`config.mk`:
```
export PLATFORM = sky130hd
export DESIGN_NAME = onchip_mem_cmd_master_flat
export DESIGN_NICKNAME = d
export VERILOG_FILES = /design/src/rtl/onchip_mem_cmd_master_if.sv /design/src/rtl/onchip_mem_cmd_master.sv /design/src/flat_wrapper.sv
export SDC_FILE = /design/constraint.sdc
export NUM_CORES = 1
export LEC_CHECK = 0
export ABC_AREA = 1
export BUFFER_PORTS_ARGS = -buffer_cell sky130_fd_sc_hd__buf_2
export CAP_MARGIN = 5
export CORE_UTILIZATION = 50
export CTS_BUF_LIST = sky130_fd_sc_hd__clkbuf_16
export DETAILED_ROUTE_END_ITERATION = 8
export MAX_ROUTING_LAYER = met4
export PLACE_DENSITY = 0.84
export SLEW_MARGIN = 15
export SYNTH_ARGS = -nofsm -noshare
export SYNTH_HDL_FRONTEND = slang
export SYNTH_SLANG_ARGS = --single-unit
```
`constraint.sdc`:
```
create_clock -name clk -period 4.11 [get_ports clk]
set_input_delay 0.2055 -clock clk [delete_from_list [all_inputs] [get_ports clk]]
set_output_delay 0.2055 -clock clk [all_outputs]
set_load 0.05 [all_outputs]
```
`src/rtl/onchip_mem_cmd_master_if.sv`:
```
// Command-side and RAM-side signal bundle for onchip_mem_cmd_master.
// The master modport is the command engine's view; slave is the environment's view
// (control register block plus the RAM s2 port).
interface onchip_mem_cmd_master_if #(
    parameter int ADDR_W = 12,
    parameter int DATA_W = 32
);
    // command side
    logic                  cmd_valid;
    logic                  cmd_ready;
    logic [1:0]            cmd_op;
    logic [ADDR_W-1:0]     cmd_src;
    logic [ADDR_W-1:0]     cmd_dst;
    logic [ADDR_W:0]       cmd_len;
    logic [DATA_W-1:0]     cmd_data;
    logic                  done;
    logic                  error;
    logic [DATA_W-1:0]     result;

    // RAM side (Avalon-MM, 1-cycle read latency)
    logic [ADDR_W-1:0]     mem_address;
    logic [DATA_W/8-1:0]   mem_byteenable;
    logic                  mem_chipselect;
    logic                  mem_write;
    logic [DATA_W-1:0]     mem_writedata;
    logic                  mem_clken;
    logic [DATA_W-1:0]     mem_readdata;

    modport master (
        input  cmd_valid, cmd_op, cmd_src, cmd_dst, cmd_len, cmd_data, mem_readdata,
        output cmd_ready, done, error, result,
               mem_address, mem_byteenable, mem_chipselect, mem_write,
               mem_writedata, mem_clken
    );

    modport slave (
        output cmd_valid, cmd_op, cmd_src, cmd_dst, cmd_len, cmd_data, mem_readdata,
        input  cmd_ready, done, error, result,
               mem_address, mem_byteenable, mem_chipselect, mem_write,
               mem_writedata, mem_clken
    );
endinterface

```
`src/rtl/onchip_mem_cmd_master.sv`:
```
// Bulk memory command engine for the 4096x32 on-chip RAM: block fill with an
// incrementing pattern, block checksum, and ascending block copy.
module onchip_mem_cmd_master #(
    parameter int ADDR_W = 12,
    parameter int DATA_W = 32
) (
    input  logic                    clk,
    input  logic                    reset,
    onchip_mem_cmd_master_if.master bus
);

    typedef enum logic [2:0] {
        ST_IDLE,
        ST_FILL,
        ST_SUM_RD,
        ST_SUM_DRAIN,
        ST_CP_RD,
        ST_CP_WR,
        ST_DONE
    } state_t;

    localparam logic [ADDR_W:0]   MAX_LEN = {1'b1, {ADDR_W{1'b0}}};
    localparam logic [ADDR_W:0]   CNT_ONE = 1;
    localparam logic [ADDR_W-1:0] A_ONE   = 1;
    localparam logic [DATA_W-1:0] D_ONE   = 1;

    state_t              state_q, state_d;
    logic [ADDR_W-1:0]   src_q, src_d;
    logic [ADDR_W-1:0]   dst_q, dst_d;
    logic [ADDR_W:0]     cnt_q, cnt_d;
    logic [DATA_W-1:0]   pat_q, pat_d;
    logic [DATA_W-1:0]   acc_q, acc_d;
    logic [DATA_W-1:0]   result_q, result_d;
    logic                error_q, error_d;
    logic                rd_pend_q, rd_pend_d;

    logic accept;
    logic cmd_bad;
    logic cmd_empty;

    assign accept    = (state_q == ST_IDLE) && bus.cmd_valid && !reset;
    assign cmd_empty = (bus.cmd_len == '0);
    assign cmd_bad   = (bus.cmd_op == 2'd3) || (bus.cmd_len > MAX_LEN);

    // State and work registers; reset abandons any operation in flight
    always_ff @(posedge clk) begin
        if (reset) begin
            state_q   <= ST_IDLE;
            src_q     <= '0;
            dst_q     <= '0;
            cnt_q     <= '0;
            pat_q     <= '0;
            acc_q     <= '0;
            result_q  <= '0;
            error_q   <= 1'b0;
            rd_pend_q <= 1'b0;
        end else begin
            state_q   <= state_d;
            src_q     <= src_d;
            dst_q     <= dst_d;
            cnt_q     <= cnt_d;
            pat_q     <= pat_d;
            acc_q     <= acc_d;
            result_q  <= result_d;
            error_q   <= error_d;
            rd_pend_q <= rd_pend_d;
        end
    end

    // Next-state: route on accept, leave each access phase after its last word
    always_comb begin
        state_d = state_q;
        case (state_q)
            ST_IDLE: begin
                if (accept) begin
                    if (cmd_empty || cmd_bad) begin
                        state_d = ST_DONE;
                    end else begin
                        case (bus.cmd_op)
                            2'd0:    state_d = ST_FILL;
                            2'd1:    state_d = ST_SUM_RD;
                            default: state_d = ST_CP_RD;
                        endcase
                    end
                end
            end
            ST_FILL:      if (cnt_q == CNT_ONE) state_d = ST_DONE;
            ST_SUM_RD:    if (cnt_q == CNT_ONE) state_d = ST_SUM_DRAIN;
            ST_SUM_DRAIN: state_d = ST_DONE;
            ST_CP_RD:     state_d = ST_CP_WR;
            ST_CP_WR:     state_d = (cnt_q == CNT_ONE) ? ST_DONE : ST_CP_RD;
            ST_DONE:      state_d = ST_IDLE;
            default:      state_d = ST_IDLE;
        endcase
    end

    // Datapath: address/pattern stepping, remaining count and checksum accumulation.
    // Read data arrives one cycle after issue, so a pending flag gates accumulation.
    always_comb begin
        src_d     = src_q;
        dst_d     = dst_q;
        cnt_d     = cnt_q;
        pat_d     = pat_q;
        acc_d     = acc_q;
        result_d  = result_q;
        error_d   = error_q;
        rd_pend_d = 1'b0;
        case (state_q)
            ST_IDLE: begin
                if (accept) begin
                    src_d    = bus.cmd_src;
                    dst_d    = bus.cmd_dst;
                    cnt_d    = bus.cmd_len;
                    pat_d    = bus.cmd_data;
                    acc_d    = '0;
                    result_d = '0;
                    error_d  = !cmd_empty && cmd_bad;
                end
            end
            ST_FILL: begin
                dst_d = dst_q + A_ONE;
                pat_d = pat_q + D_ONE;
                cnt_d = cnt_q - CNT_ONE;
            end
            ST_SUM_RD: begin
                src_d     = src_q + A_ONE;
                cnt_d     = cnt_q - CNT_ONE;
                rd_pend_d = 1'b1;
                if (rd_pend_q) acc_d = acc_q + bus.mem_readdata;
            end
            ST_SUM_DRAIN: begin
                acc_d    = acc_q + bus.mem_readdata;
                result_d = acc_q + bus.mem_readdata;
            end
            ST_CP_RD: begin
                src_d = src_q + A_ONE;
            end
            ST_CP_WR: begin
                dst_d = dst_q + A_ONE;
                cnt_d = cnt_q - CNT_ONE;
            end
            default: ;
        endcase
    end

    // Outputs: bus strobes decoded from state, all forced quiet while reset is high
    always_comb begin
        bus.cmd_ready      = (state_q == ST_IDLE) && !reset;
        bus.done           = (state_q == ST_DONE) && !reset;
        bus.error          = error_q;
        bus.result         = result_q;
        bus.mem_byteenable = '1;
        bus.mem_clken      = 1'b1;
        bus.mem_chipselect = 1'b0;
        bus.mem_write      = 1'b0;
        bus.mem_address    = '0;
        bus.mem_writedata  = '0;
        if (!reset) begin
            case (state_q)
                ST_FILL: begin
                    bus.mem_chipselect = 1'b1;
                    bus.mem_write      = 1'b1;
                    bus.mem_address    = dst_q;
                    bus.mem_writedata  = pat_q;
                end
                ST_SUM_RD, ST_CP_RD: begin
                    bus.mem_chipselect = 1'b1;
                    bus.mem_address    = src_q;
                end
                ST_CP_WR: begin
                    bus.mem_chipselect = 1'b1;
                    bus.mem_write      = 1'b1;
                    bus.mem_address    = dst_q;
                    bus.mem_writedata  = bus.mem_readdata;
                end
                default: ;
            endcase
        end
    end

endmodule

```
`src/flat_wrapper.sv`:
```
// flat-port wrapper written by rule: the top's interface ports become plain ports
module onchip_mem_cmd_master_flat 
#(
    parameter int ADDR_W = 12,
    parameter int DATA_W = 32
)
  (clk, reset, bus_cmd_valid, bus_cmd_op, bus_cmd_src, bus_cmd_dst, bus_cmd_len, bus_cmd_data, bus_mem_readdata, bus_cmd_ready, bus_done, bus_error, bus_result, bus_mem_address, bus_mem_byteenable, bus_mem_chipselect, bus_mem_write, bus_mem_writedata, bus_mem_clken);
  onchip_mem_cmd_master_if #(.ADDR_W(ADDR_W), .DATA_W(DATA_W)) bus_i ();
  input  logic clk;
  input  logic reset;
  input wire logic [$bits(bus_i.cmd_valid)-1:0] bus_cmd_valid;
  input wire logic [$bits(bus_i.cmd_op)-1:0] bus_cmd_op;
  input wire logic [$bits(bus_i.cmd_src)-1:0] bus_cmd_src;
  input wire logic [$bits(bus_i.cmd_dst)-1:0] bus_cmd_dst;
  input wire logic [$bits(bus_i.cmd_len)-1:0] bus_cmd_len;
  input wire logic [$bits(bus_i.cmd_data)-1:0] bus_cmd_data;
  input wire logic [$bits(bus_i.mem_readdata)-1:0] bus_mem_readdata;
  output wire logic [$bits(bus_i.cmd_ready)-1:0] bus_cmd_ready;
  output wire logic [$bits(bus_i.done)-1:0] bus_done;
  output wire logic [$bits(bus_i.error)-1:0] bus_error;
  output wire logic [$bits(bus_i.result)-1:0] bus_result;
  output wire logic [$bits(bus_i.mem_address)-1:0] bus_mem_address;
  output wire logic [$bits(bus_i.mem_byteenable)-1:0] bus_mem_byteenable;
  output wire logic [$bits(bus_i.mem_chipselect)-1:0] bus_mem_chipselect;
  output wire logic [$bits(bus_i.mem_write)-1:0] bus_mem_write;
  output wire logic [$bits(bus_i.mem_writedata)-1:0] bus_mem_writedata;
  output wire logic [$bits(bus_i.mem_clken)-1:0] bus_mem_clken;
  assign bus_i.cmd_valid = bus_cmd_valid;
  assign bus_i.cmd_op = bus_cmd_op;
  assign bus_i.cmd_src = bus_cmd_src;
  assign bus_i.cmd_dst = bus_cmd_dst;
  assign bus_i.cmd_len = bus_cmd_len;
  assign bus_i.cmd_data = bus_cmd_data;
  assign bus_i.mem_readdata = bus_mem_readdata;
  assign bus_cmd_ready = bus_i.cmd_ready;
  assign bus_done = bus_i.done;
  assign bus_error = bus_i.error;
  assign bus_result = bus_i.result;
  assign bus_mem_address = bus_i.mem_address;
  assign bus_mem_byteenable = bus_i.mem_byteenable;
  assign bus_mem_chipselect = bus_i.mem_chipselect;
  assign bus_mem_write = bus_i.mem_write;
  assign bus_mem_writedata = bus_i.mem_writedata;
  assign bus_mem_clken = bus_i.mem_clken;
  onchip_mem_cmd_master #(.ADDR_W(ADDR_W), .DATA_W(DATA_W)) u_core (.clk(clk), .reset(reset), .bus(bus_i));
endmodule
```
==> results of run 1 <==
routing by layer:
metal  part of all wire [%]  wire length, um  vias to the layer above
met3                    7.5             2284                       62
met5                      0                0                        -
met1                     44            13480                     5079
met4                    2.9              886                        0
li1                       -                -                     5659
met2                     46            13940                      481
power groups by stage:
stage                     clock network, W  registers, W  logic, W
after floorplan                          0       0.00201   0.00220
after global placement                   0       0.00203   0.00268
after detailed placement                 0       0.00203   0.00275
after CTS                          0.00158       0.00201   0.00277
after global routing               0.00164       0.00208   0.00312
final                              0.00157       0.00202   0.00280
layout make-up:
| class | instances | area share [%] |
|---|---|---|
| repair buffers | 194 | 8.614 |
| flip-flops and latches | 138 | 23.95 |
| inverters | 221 | 7.192 |
| diodes | 4 | 0.08679 |
| well taps | 265 | 2.875 |
| multi-input cells | 1243 | 52.17 |
| clock inverters | 15 | 1.421 |
| clock buffers | 17 | 3.688 |
logic make-up (layout without fill, tap and decap cells):
family / Yosys count / in the layout
and+or+nand+nor: 874 / 874
buffers and inverters: 289 / 447
AOI/OAI and AO/OA: 305 / 305
xor gates and xnor gates: 22 / 22
other: 1 / 9
adders and majority gates: 37 / 37
DFF: 138 / 138
registers in the layout, summed over array words and instances, names as in the netlist:
signal             cells
u_core.rd_pend_q       1
u_core.pat_q          32
u_core.cnt_q          13
u_core.state_q         3
u_core.src_q          12
u_core.bus.result     32
u_core.dst_q          12
u_core.bus.error       1
u_core.acc_q          32
synthesized netlist by cell type, drive strengths merged (2+ instances only):
library cell	count	area share, %
nand3	103	5.2
a211oi	6	0.55
a31oi	24	1.5
nor2	159	6.4
a221oi	4	0.35
buf	34	2.3
or2	7	0.47
o21ai	88	4.4
o22ai	5	0.31
xnor2	4	0.35
a21oi	153	7.7
xor2	18	1.6
and2	3	0.19
nor3	25	1.4
dfxtp	138	28
o21bai	2	0.15
ha	36	4.5
a41oi	3	0.26
nand3b	4	0.30
nand2	550	21
clkbuf	34	1.3
nand4	15	0.94
inv	221	8.3
nor4	7	0.50
o32ai	4	0.35
o211ai	9	0.68
worst paths after layout:
kind              cells after the start  slack, ns              endpoint                 start
hold / removal                        3       0.05      u_core.src_q[10]       bus_cmd_src[10]
setup reg to reg                      9       1.25      u_core.pat_q[14]     u_core.state_q[1]
hold reg to reg                       2       0.46  u_core.bus.result[1]  u_core.bus.result[1]
setup / recovery                      8       0.85  bus_mem_writedata[8]     u_core.state_q[0]
critical path, delay by kind of cell, from the launching register on:
kind	cells	cell delay [ns]
compound gates	1	0.17
buf+inv	4	1.29
flops	1	0.50
simple gates	3	0.66
per-stage QoR:
stage	cells	cell area (um2)	utilization, %
floorplan	1670	9966	-
global placement	2061	10930	56.18
detailed placement	2061	10930	56.18
CTS	2093	11520	59.21
global route	2097	11530	59.26
finish	2097	11530	59.26
==> impl_metrics.csv, run 1 <==
group,metric,value,unit
sta,clock_skew,0.01121,ns
setup_path,cp_max_fo,31,
clocking,clkSlewWorstSetupHoldPaths,0.06,ns
power_and_ir_drop,p_leak,5.472,nW
setup_path,slowest_stage,"dfxtp_1",
floorplan,start_util,51.13,%
sta,hold_slack,0.04893,ns
sta,rsz0062_at_grt,"no",
detailed_routing,drt_pass1_iterations,6,
setup_path,required,3.90,ns
logic_synthesis,synth_adder_area_share,4.728,%
clocking,clock_sinks,138,
power_and_ir_drop,share_comb_of_total_power,43.9,%
sta,max_freq,306.8,MHz
global_route,grtUsageMet1,40.17,%
clocking,cts_max_path_buffers,2,
floorplan,row_count,51,
setup_path,start_kind,"register",
logic_synthesis,synth_compound_area_share,17.14,%
logic_synthesis,synthMuxAreaShare,0,%
logic_synthesis,synth_simple_gate_area_share,36.45,%
logic_synthesis,syn_area,9951,um2
floorplan,die-area,20470,um2
clocking,post_cts_resized,0,
global_route,overflow,0,
run_status,status,"finished clean",
sta,drv_slew,0,
detailed_routing,drt_wl_total,30590,um
logic_synthesis,synth_top_family_by_area,"simple AND/OR/NAND/NOR gates",
setup_path,crit_chain,"inv_2 > nor2_8 > nand2_2 > inv_2 > buf_4 > nand2_1 > a21oi_1 > buf_2",
finish,area_growth_syn_to_layout,15.91,%
global_route,grt.busiest_layer,"met2",
power_and_ir_drop,p_seq_share,31.6,%
logic_synthesis,seq_area_frac_synth,27.76,%
detailed_routing,vias,11280,
setup_path,endpoint_kind,"output port",
sta,setup_ws,0.8506,ns
logic_synthesis,synth-edff-count,0,
clocking,clock-root-buffer,"clkbuf_16",
sta,finalCritPeriodShare,79.30,%
global_route,met3_usage,5.265,%
setup_path,slowest_delay,0.50,ns
finish,multi_input_area,6017,um2
sta,timing.slew.headroom,25.32,%
clocking,numCtsBuffers,17,
clocking,clk_latency,0.43,ns
logic_synthesis,synthXorXnorAreaFrac,1.936,%
power_and_ir_drop,power.switching,0.002975,W
job,max_cap_viol_count,0,
detailed_routing,vias_per_cell,5.380,
finish,layout-drive-gt1-share,14.61,%
global_route,grt_pass1_wl,49310,um
floorplan,dieHeight,143.1,um
finish,final_common_cell,"nand2_1",
placed_design,globalplace.congestion,0.9504,
logic_synthesis,syn_inst,1666,
clocking,post-cts-setup-buffers,0,
setup_path,crit_top_cell,"inv_2",
logic_synthesis,synth-main-ff-cell,"dfxtp_1",
finish,fillCellCount,1942,
setup_path,critPathArrivalTime,3.05,ns
clocking,cts_tree,"yes",
sta,finalCriticalPeriod,3.259,ns
finish,regArea,2763,um2
clocking,ctsHoldBuffers,0,
power_and_ir_drop,p_per_area,553.7,nW/um2
detailed_routing,drtIter0Drc,1089,
finish,nets,1958,
placed_design,place_ws,1.324,ns
power_and_ir_drop,ir_drop,0.0003269,V
detailed_routing,wl_per_cell,14.59,um
hold_path,worstHoldPathType,"in2reg",
setup_path,path_class,"reg2out",
logic_synthesis,async_flop_share,0,%
sta,setup_viol,0,
finish,final_cell_mix,"542 x nand2_1, 207 x inv_1, 185 x buf_2, 152 x a21oi_1, 150 x nor2_1",
logic_synthesis,ys_ff_latch,138,
global_route,grt_antenna_before_repair,4,
logic_synthesis,yosys_warnings,0,
power_and_ir_drop,swShare,46.58,%
sta,tightest_slew,1.113,ns
placed_design,dp_hpwl,22890,um
detailed_routing,drc,0,
placed_design,io_buffers,186,
global_route,met2_usage,48.32,%
sta,fin_setup_tns,0,ns
clocking,ctsHtreeMaxLevel,4,
logic_synthesis,avgSynthCellArea,5.973,um2
global_route,grtUsageTotal,31.34,%
power_and_ir_drop,p_int,0.003412,W
detailed_routing,antenna_left,0,
logic_synthesis,synth_cell_type_count,51,
floorplan,die_x,143.1,um
global_route,grt_max_degree,105,
sta,hold_violations,0,
floorplan,fp.coreArea,19460,um2
global_route,grt_pass1_vias,10210,
floorplan,ios,192,
power_and_ir_drop,clkPwrFrac,24.5,%
power_and_ir_drop,p_total,0.006386,W
No activity file was read; power rests on OpenSTA's default activity.
==> run 2, diff against run 1 <==
--- a/config.mk
+++ b/config.mk
@@ -5,14 +5,14 @@
 export SDC_FILE = /design/constraint.sdc
 export NUM_CORES = 1
 export LEC_CHECK = 0
-export ABC_AREA = 1
+export ABC_AREA = 0
 export BUFFER_PORTS_ARGS = -buffer_cell sky130_fd_sc_hd__buf_2
 export CAP_MARGIN = 5
 export CORE_UTILIZATION = 50
 export CTS_BUF_LIST = sky130_fd_sc_hd__clkbuf_16
 export DETAILED_ROUTE_END_ITERATION = 8
 export MAX_ROUTING_LAYER = met4
-export PLACE_DENSITY = 0.84
+export PLACE_DENSITY = 0.86
 export SLEW_MARGIN = 15
 export SYNTH_ARGS = -nofsm -noshare
 export SYNTH_HDL_FRONTEND = slang
==> constraint.sdc (replaced) <==
create_clock -name clk -period 3.28 [get_ports clk]
set_input_delay 0.164 -clock clk [delete_from_list [all_inputs] [get_ports clk]]
set_output_delay 0.164 -clock clk [all_outputs]
set_load 0.05 [all_outputs]
==> impl_metrics.csv, run 2 <==
group,metric,value,unit
run_status,status,"finished clean",
sta,tightest_slew,0.8419,ns
clocking,post-cts-setup-buffers,0,
setup_path,start_kind,"register",
logic_synthesis,synth_cell_type_count,74,
logic_synthesis,synth-main-ff-cell,"dfxtp_1",
detailed_routing,drc,0,
placed_design,dp_hpwl,18910,um
finish,layout-drive-gt1-share,19.81,%
floorplan,die-area,17610,um2
logic_synthesis,synth.most_common_cell,"nor2_1",
finish,area_growth_syn_to_layout,21.32,%
hold_path,worstHoldStart,"bus_cmd_data[1]",
placed_design,dpl_cell_area,9600,um2
clocking,cts_tree,"yes",
detailed_routing,drt_pass1_iterations,5,
placed_design,io_buffers,186,
global_route,grt_antenna_before_repair,3,
detailed_routing,drtIter0Drc,962,
global_route,grt_pass1_vias,8513,
clocking,clock_sinks,138,
logic_synthesis,ys_ff_latch,138,
logic_synthesis,yosys_warnings,0,
job,max_cap_viol_count,0,
clocking,clk_latency,0.43,ns
finish,final_cell_mix,"185 x buf_2, 144 x nor2_1, 137 x dfxtp_1, 120 x a21oi_1, 106 x nand2_1",
sta,hold_violations,0,
global_route,grt_pass1_wl,42660,um
sta,fin_setup_tns,0,ns
setup_path,r2r_slack,0.43,ns
detailed_routing,vias_per_cell,6.235,
setup_path,slowest_delay,0.42,ns
logic_synthesis,seq_area_frac_synth,32.35,%
sta,finalCritPeriodShare,86.83,%
clocking,clock-root-buffer,"clkbuf_16",
global_route,overflow,0,
setup_path,reg2reg_from,"u_core.acc_q[0]",
floorplan,row_count,47,
sta,finalCriticalPeriod,2.848,ns
clocking,clkSlewWorstSetupHoldPaths,0.06,ns
sta,timing.slew.headroom,43.87,%
setup_path,critPathArrivalTime,3.17,ns
setup_path,cp_max_fo,5,
power_and_ir_drop,p_per_area,708.7,nW/um2
global_route,grt_max_degree,83,
logic_synthesis,synthTopCellsByCount,"145 x nor2_1, 138 x dfxtp_1, 120 x a21oi_1",
power_and_ir_drop,p_leak,4.312,nW
setup_path,crit_chain,"ha_1 > fa_1 > a21oi_1 > o21ai_1 > a211oi_2 > o21ai_1 > a21boi_1 > o21ai_0 > xor2_1 > a22o_1",
hold_path,hold_depth,3,
sta,clock_skew,0.008971,ns
logic_synthesis,synth_area_leader_cell,"dfxtp_1",
setup_path,r2r_end,"u_core.acc_q[24]",
detailed_routing,vias,9383,
logic_synthesis,synthTopCellsByArea,"dfxtp_1 32%, a21oi_1 7.0%, nor2_1 6.4%",
sta,drv_slew,0,
power_and_ir_drop,ir_drop,0.0005785,V
logic_synthesis,syn_inst,1102,
setup_path,required,3.60,ns
finish,fin_area,10360,um2
detailed_routing,antenna_left,0,
logic_synthesis,yosys.area.top_type_share,32.35,%
setup_path,slowest_stage,"fa_1",
clocking,numCtsBuffers,17,
setup_path,endpoint_kind,"register",
global_route,grtUsageTotal,31.17,%
floorplan,ios,192,
finish,final_common_cell,"buf_2",
logic_synthesis,syn_area,8539,um2
setup_path,crit_top_cell,"o21ai_1",
setup_path,reg2regPathDepth,10,
floorplan,fp.coreArea,16640,um2
logic_synthesis,async_flop_share,0,%
clocking,cts_max_path_buffers,2,
finish,nets,1412,
sta,rsz0062_at_grt,"no",
hold_path,worstHoldPathType,"in2reg",
floorplan,die_x,132.7,um
sta,setup_viol,0,
sta,max_freq,351.1,MHz
setup_path,path_class,"reg2reg",
floorplan,start_util,51.31,%
placed_design,globalplace.congestion,0.9789,
hold_path,whs_endpoint,"u_core.pat_q[1]",
floorplan,dieHeight,132.7,um
logic_synthesis,avgSynthCellArea,7.749,um2
clocking,ctsHtreeMaxLevel,4,
logic_synthesis,synth-edff-count,0,
detailed_routing,wl_per_cell,17.68,um
detailed_routing,drt_wl_total,26610,um
-- run 2: cell families (layout without fill, tap and decap cells) --
family / count (synthesis) / in the layout / synth area share [%]
other: 1 / 8 / 0.04391
buffers and inverters: 86 / 262 / 4.088
AOI/OAI and AO/OA: 359 / 359 / 27.90
xor gates and xnor gates: 31 / 31 / 3.179
muxes: 36 / 36 / 4.234
and+or+nand+nor: 414 / 414 / 22.70
DFF: 138 / 138 / 32.35
adders and majority gates: 37 / 37 / 5.509
-- run 2: worst max path at each step --
stage / from / slack, ns / end
floorplan: u_core.state_q[2] / 0.56 / bus_done
global placement: bus_mem_readdata[0] / 0.58 / u_core.acc_q[24]
detailed placement: u_core.acc_q[0] / 0.49 / u_core.acc_q[24]
CTS: u_core.acc_q[0] / 0.47 / u_core.acc_q[24]
global route: u_core.acc_q[0] / 0.26 / u_core.bus.result[26]
finish: u_core.acc_q[0] / 0.43 / u_core.acc_q[24]
-- run 2: cell type report --
type	count	area, um2
antenna	3	7.507
inverter	12	45.04
clock inverter	15	176.4
fill	1432	6282
multi-input combinational	882	5455
timing repair buffer	218	1211
tap	220	275.3
clock buffer	17	425.4
sequential	138	2764
-- run 2: timing repair --
action                    4_1_cts  5_1_grt
hold buffers                   15        0
resized for setup               0        0
hold endpoints to repair       15        0
-- run 2: where the power goes --
group          switching (W)  total, W  internal [W]  leakage, nW
clock network       0.000787   0.00198       0.00119        0.277
registers           0.000360   0.00234       0.00198         1.12
logic                0.00199   0.00302       0.00103         2.91
-- run 2: metal layers --
layer	up-vias	GRT usage, %	wire length, um
met5	-	-	0
li1	4413	-	-
met3	83	4.943	2082
met2	495	45.73	11890
met1	4392	40.85	11530
met4	0	17.18	1115
-- run 2: stage by stage --
step	total power, W	hold WS (ns)	worst slack (ns)	instances	util (%)
after floorplan	0.004543	0.3000	0.5575	1106	-
after global placement	0.005230	0.4082	0.5781	1455	57.69
after detailed placement	0.005311	0.4027	0.4867	1455	57.69
after CTS	0.007291	0.001103	0.4665	1502	62.21
after global routing	0.007770	0.004312	0.2604	1505	62.25
final	0.007343	0.002182	0.4319	1505	62.25
-- run 2: critical path, delay by kind of cell (launching register included) --
kind | cells | cell delay [ns]
fa+ha+maj | 2 | 0.63
flops | 1 | 0.32
xor+xnor | 1 | 0.17
compound gates | 7 | 1.61
==> run 3, diff against run 2 <==
--- a/config.mk
+++ b/config.mk
@@ -12,7 +12,7 @@
 export CTS_BUF_LIST = sky130_fd_sc_hd__clkbuf_16
 export DETAILED_ROUTE_END_ITERATION = 8
 export MAX_ROUTING_LAYER = met4
-export PLACE_DENSITY = 0.86
+export PLACE_DENSITY = 0.89
 export SLEW_MARGIN = 15
 export SYNTH_ARGS = -nofsm -noshare
 export SYNTH_HDL_FRONTEND = slang
==> constraint.sdc (replaced) <==
create_clock -name clk -period 2.6 [get_ports clk]
set_input_delay 0.13 -clock clk [delete_from_list [all_inputs] [get_ports clk]]
set_output_delay 0.13 -clock clk [all_outputs]
set_load 0.05 [all_outputs]
==> impl_metrics.csv, run 3 (synthesized netlist as in run 2, its figures left out) <==
group,metric,value,unit
sta,tightest_slew,0.6626,ns
placed_design,dpl_cell_area,9806,um2
finish,final_common_cell,"buf_2",
placed_design,dp_hpwl,19340,um
setup_path,cp_max_fo,4,
placed_design,place_ws,-0.08328,ns
global_route,overflow,0,
power_and_ir_drop,ir_drop,0.0006197,V
clocking,cts_max_path_buffers,2,
placed_design,globalplace.congestion,0.9767,
detailed_routing,wl_per_cell,17.64,um
finish,nets,1457,
power_and_ir_drop,swShare,41.53,%
sta,max_freq,399.0,MHz
sta,hold_violations,0,
sta,finalCritPeriodShare,96.39,%
detailed_routing,vias,9692,
finish,finish.utilization,65.36,%
sta,hold_slack,0.002838,ns
floorplan,start_util,51.31,%
detailed_routing,drc,0,
detailed_routing,drtIter0Drc,988,
sta,drv_slew,0,
setup_path,required,2.91,ns
power_and_ir_drop,clkPwrFrac,26.4,%
floorplan,row_count,47,
setup_path,slowest_delay,0.38,ns
run_status,status,"finished clean",
sta,timing.slew.headroom,55.82,%
setup_path,path_class,"reg2reg",
finish,layout-drive-gt1-share,22.53,%
clocking,clock-root-buffer,"clkbuf_16",
sta,clock_skew,0.006621,ns
placed_design,io_buffers,186,
global_route,grt_max_degree,61,
global_route,grt_pass1_wl,43170,um
power_and_ir_drop,power.switching,0.003956,W
floorplan,ios,192,
sta,setup_ws,0.09395,ns
finish,fin_area,10880,um2
detailed_routing,drt_pass1_iterations,6,
setup_path,start_kind,"register",
finish,final_cell_mix,"181 x buf_2, 143 x nor2_1, 136 x dfxtp_1, 117 x a21oi_1, 106 x nand2_1",
setup_path,slowest_stage,"fa_2",
detailed_routing,vias_per_cell,6.253,
global_route,grtUsageTotal,31.47,%
power_and_ir_drop,p_seq_share,31.1,%
hold_path,worstHoldPathType,"in2reg",
setup_path,endpoint_kind,"register",
floorplan,fp.coreArea,16640,um2
power_and_ir_drop,p_per_area,875.7,nW/um2
power_and_ir_drop,p_leak,4.543,nW
finish,area_growth_syn_to_layout,27.38,%
setup_path,critPathArrivalTime,2.82,ns
clocking,numCtsBuffers,17,
setup_path,crit_top_cell,"buf_4",
floorplan,die-area,17610,um2
clocking,clk_latency,0.42,ns
sta,setup_viol,0,
clocking,ctsHtreeMaxLevel,4,
floorplan,die_x,132.7,um
detailed_routing,drt_wl_total,27350,um
power_and_ir_drop,p_int,0.005570,W
clocking,clkSlewWorstSetupHoldPaths,0.06,ns
detailed_routing,antenna_left,0,
sta,finalCriticalPeriod,2.506,ns
clocking,clock_sinks,138,
clocking,cts_tree,"yes",
power_and_ir_drop,share_comb_of_total_power,42.5,%
global_route,grt_pass1_vias,8550,
global_route,grt_antenna_before_repair,2,
floorplan,dieHeight,132.7,um
setup_path,crit_chain,"ha_1 > fa_2 > a21oi_2 > o21ai_2 > a211oi_2 > buf_4 > o41ai_4 > a21boi_2 > buf_4 > xnor2_1 > a22o_1",
job,max_cap_viol_count,0,
run 3: layer usage:
layer	part of all wire [%]	vias up	GRT usage, %
met1	42	4509	41.03
li1	-	4516	-
met2	45	571	47.51
met3	8.0	96	4.023
met5	0	-	-
met4	4.7	0	16.54
run 3: critical path, delay by kind of cell, from the launching register on:
family                     cells  cell delay, ns
AOI/OAI and AO/OA              6            1.05
buffers and inverters          2            0.34
adders and majority gates      2            0.60
DFF                            1            0.32
xor gates and xnor gates       1            0.08
run 3: area by class of cell:
class                   count  area [um2]
fillers                  1344        5764
multi-input cells         882        5557
flip-flops and latches    138        2765
repair buffers            263        1619
clock buffers              17       425.4
well taps                 220       275.3
clock inverters            15       183.9
inverters                  12       45.04
diodes                      3       7.507
run 3: final timing paths:
path,end,startpoint,slack [ns],cells after the start
max,u_core.acc_q[22],u_core.acc_q[0],0.09,11
max reg2reg,u_core.acc_q[22],u_core.acc_q[0],0.09,11
min reg2reg,u_core.bus.result[4],u_core.bus.result[4],0.47,2
min,u_core.src_q[8],bus_cmd_src[8],0.003,3
run 3: power groups by stage:
stage                     Combinational (W)  Sequential (W)  Clock (W)
after floorplan                     0.00276         0.00297          0
after global placement              0.00378         0.00295          0
after detailed placement            0.00389         0.00297          0
after CTS                           0.00395         0.00293    0.00252
after global routing                0.00441         0.00300    0.00263
final                               0.00405         0.00296    0.00252
run 3: what timing repair did:
| item | CTS | global route |
|---|---|---|
| hold buffers | 34 | 0 |
| pin swaps | 0 | 5 |
| endpoints found under the hold margin | 34 | 0 |
| cloned | 0 | 0 |
| resized for setup | 3 | 23 |
| setup buffers | 0 | 1 |
| setup endpoints to repair | 6 | 47 |
run 3: stage by stage:
stage               total power [W]  setup TNS [ns]  instances
floorplan                  0.005733               0       1106
global placement           0.006732               0       1480
detailed placement         0.006858         -0.1690       1480
CTS                        0.009404               0       1546
global route                0.01005        -0.01292       1549
finish                     0.009526               0       1550
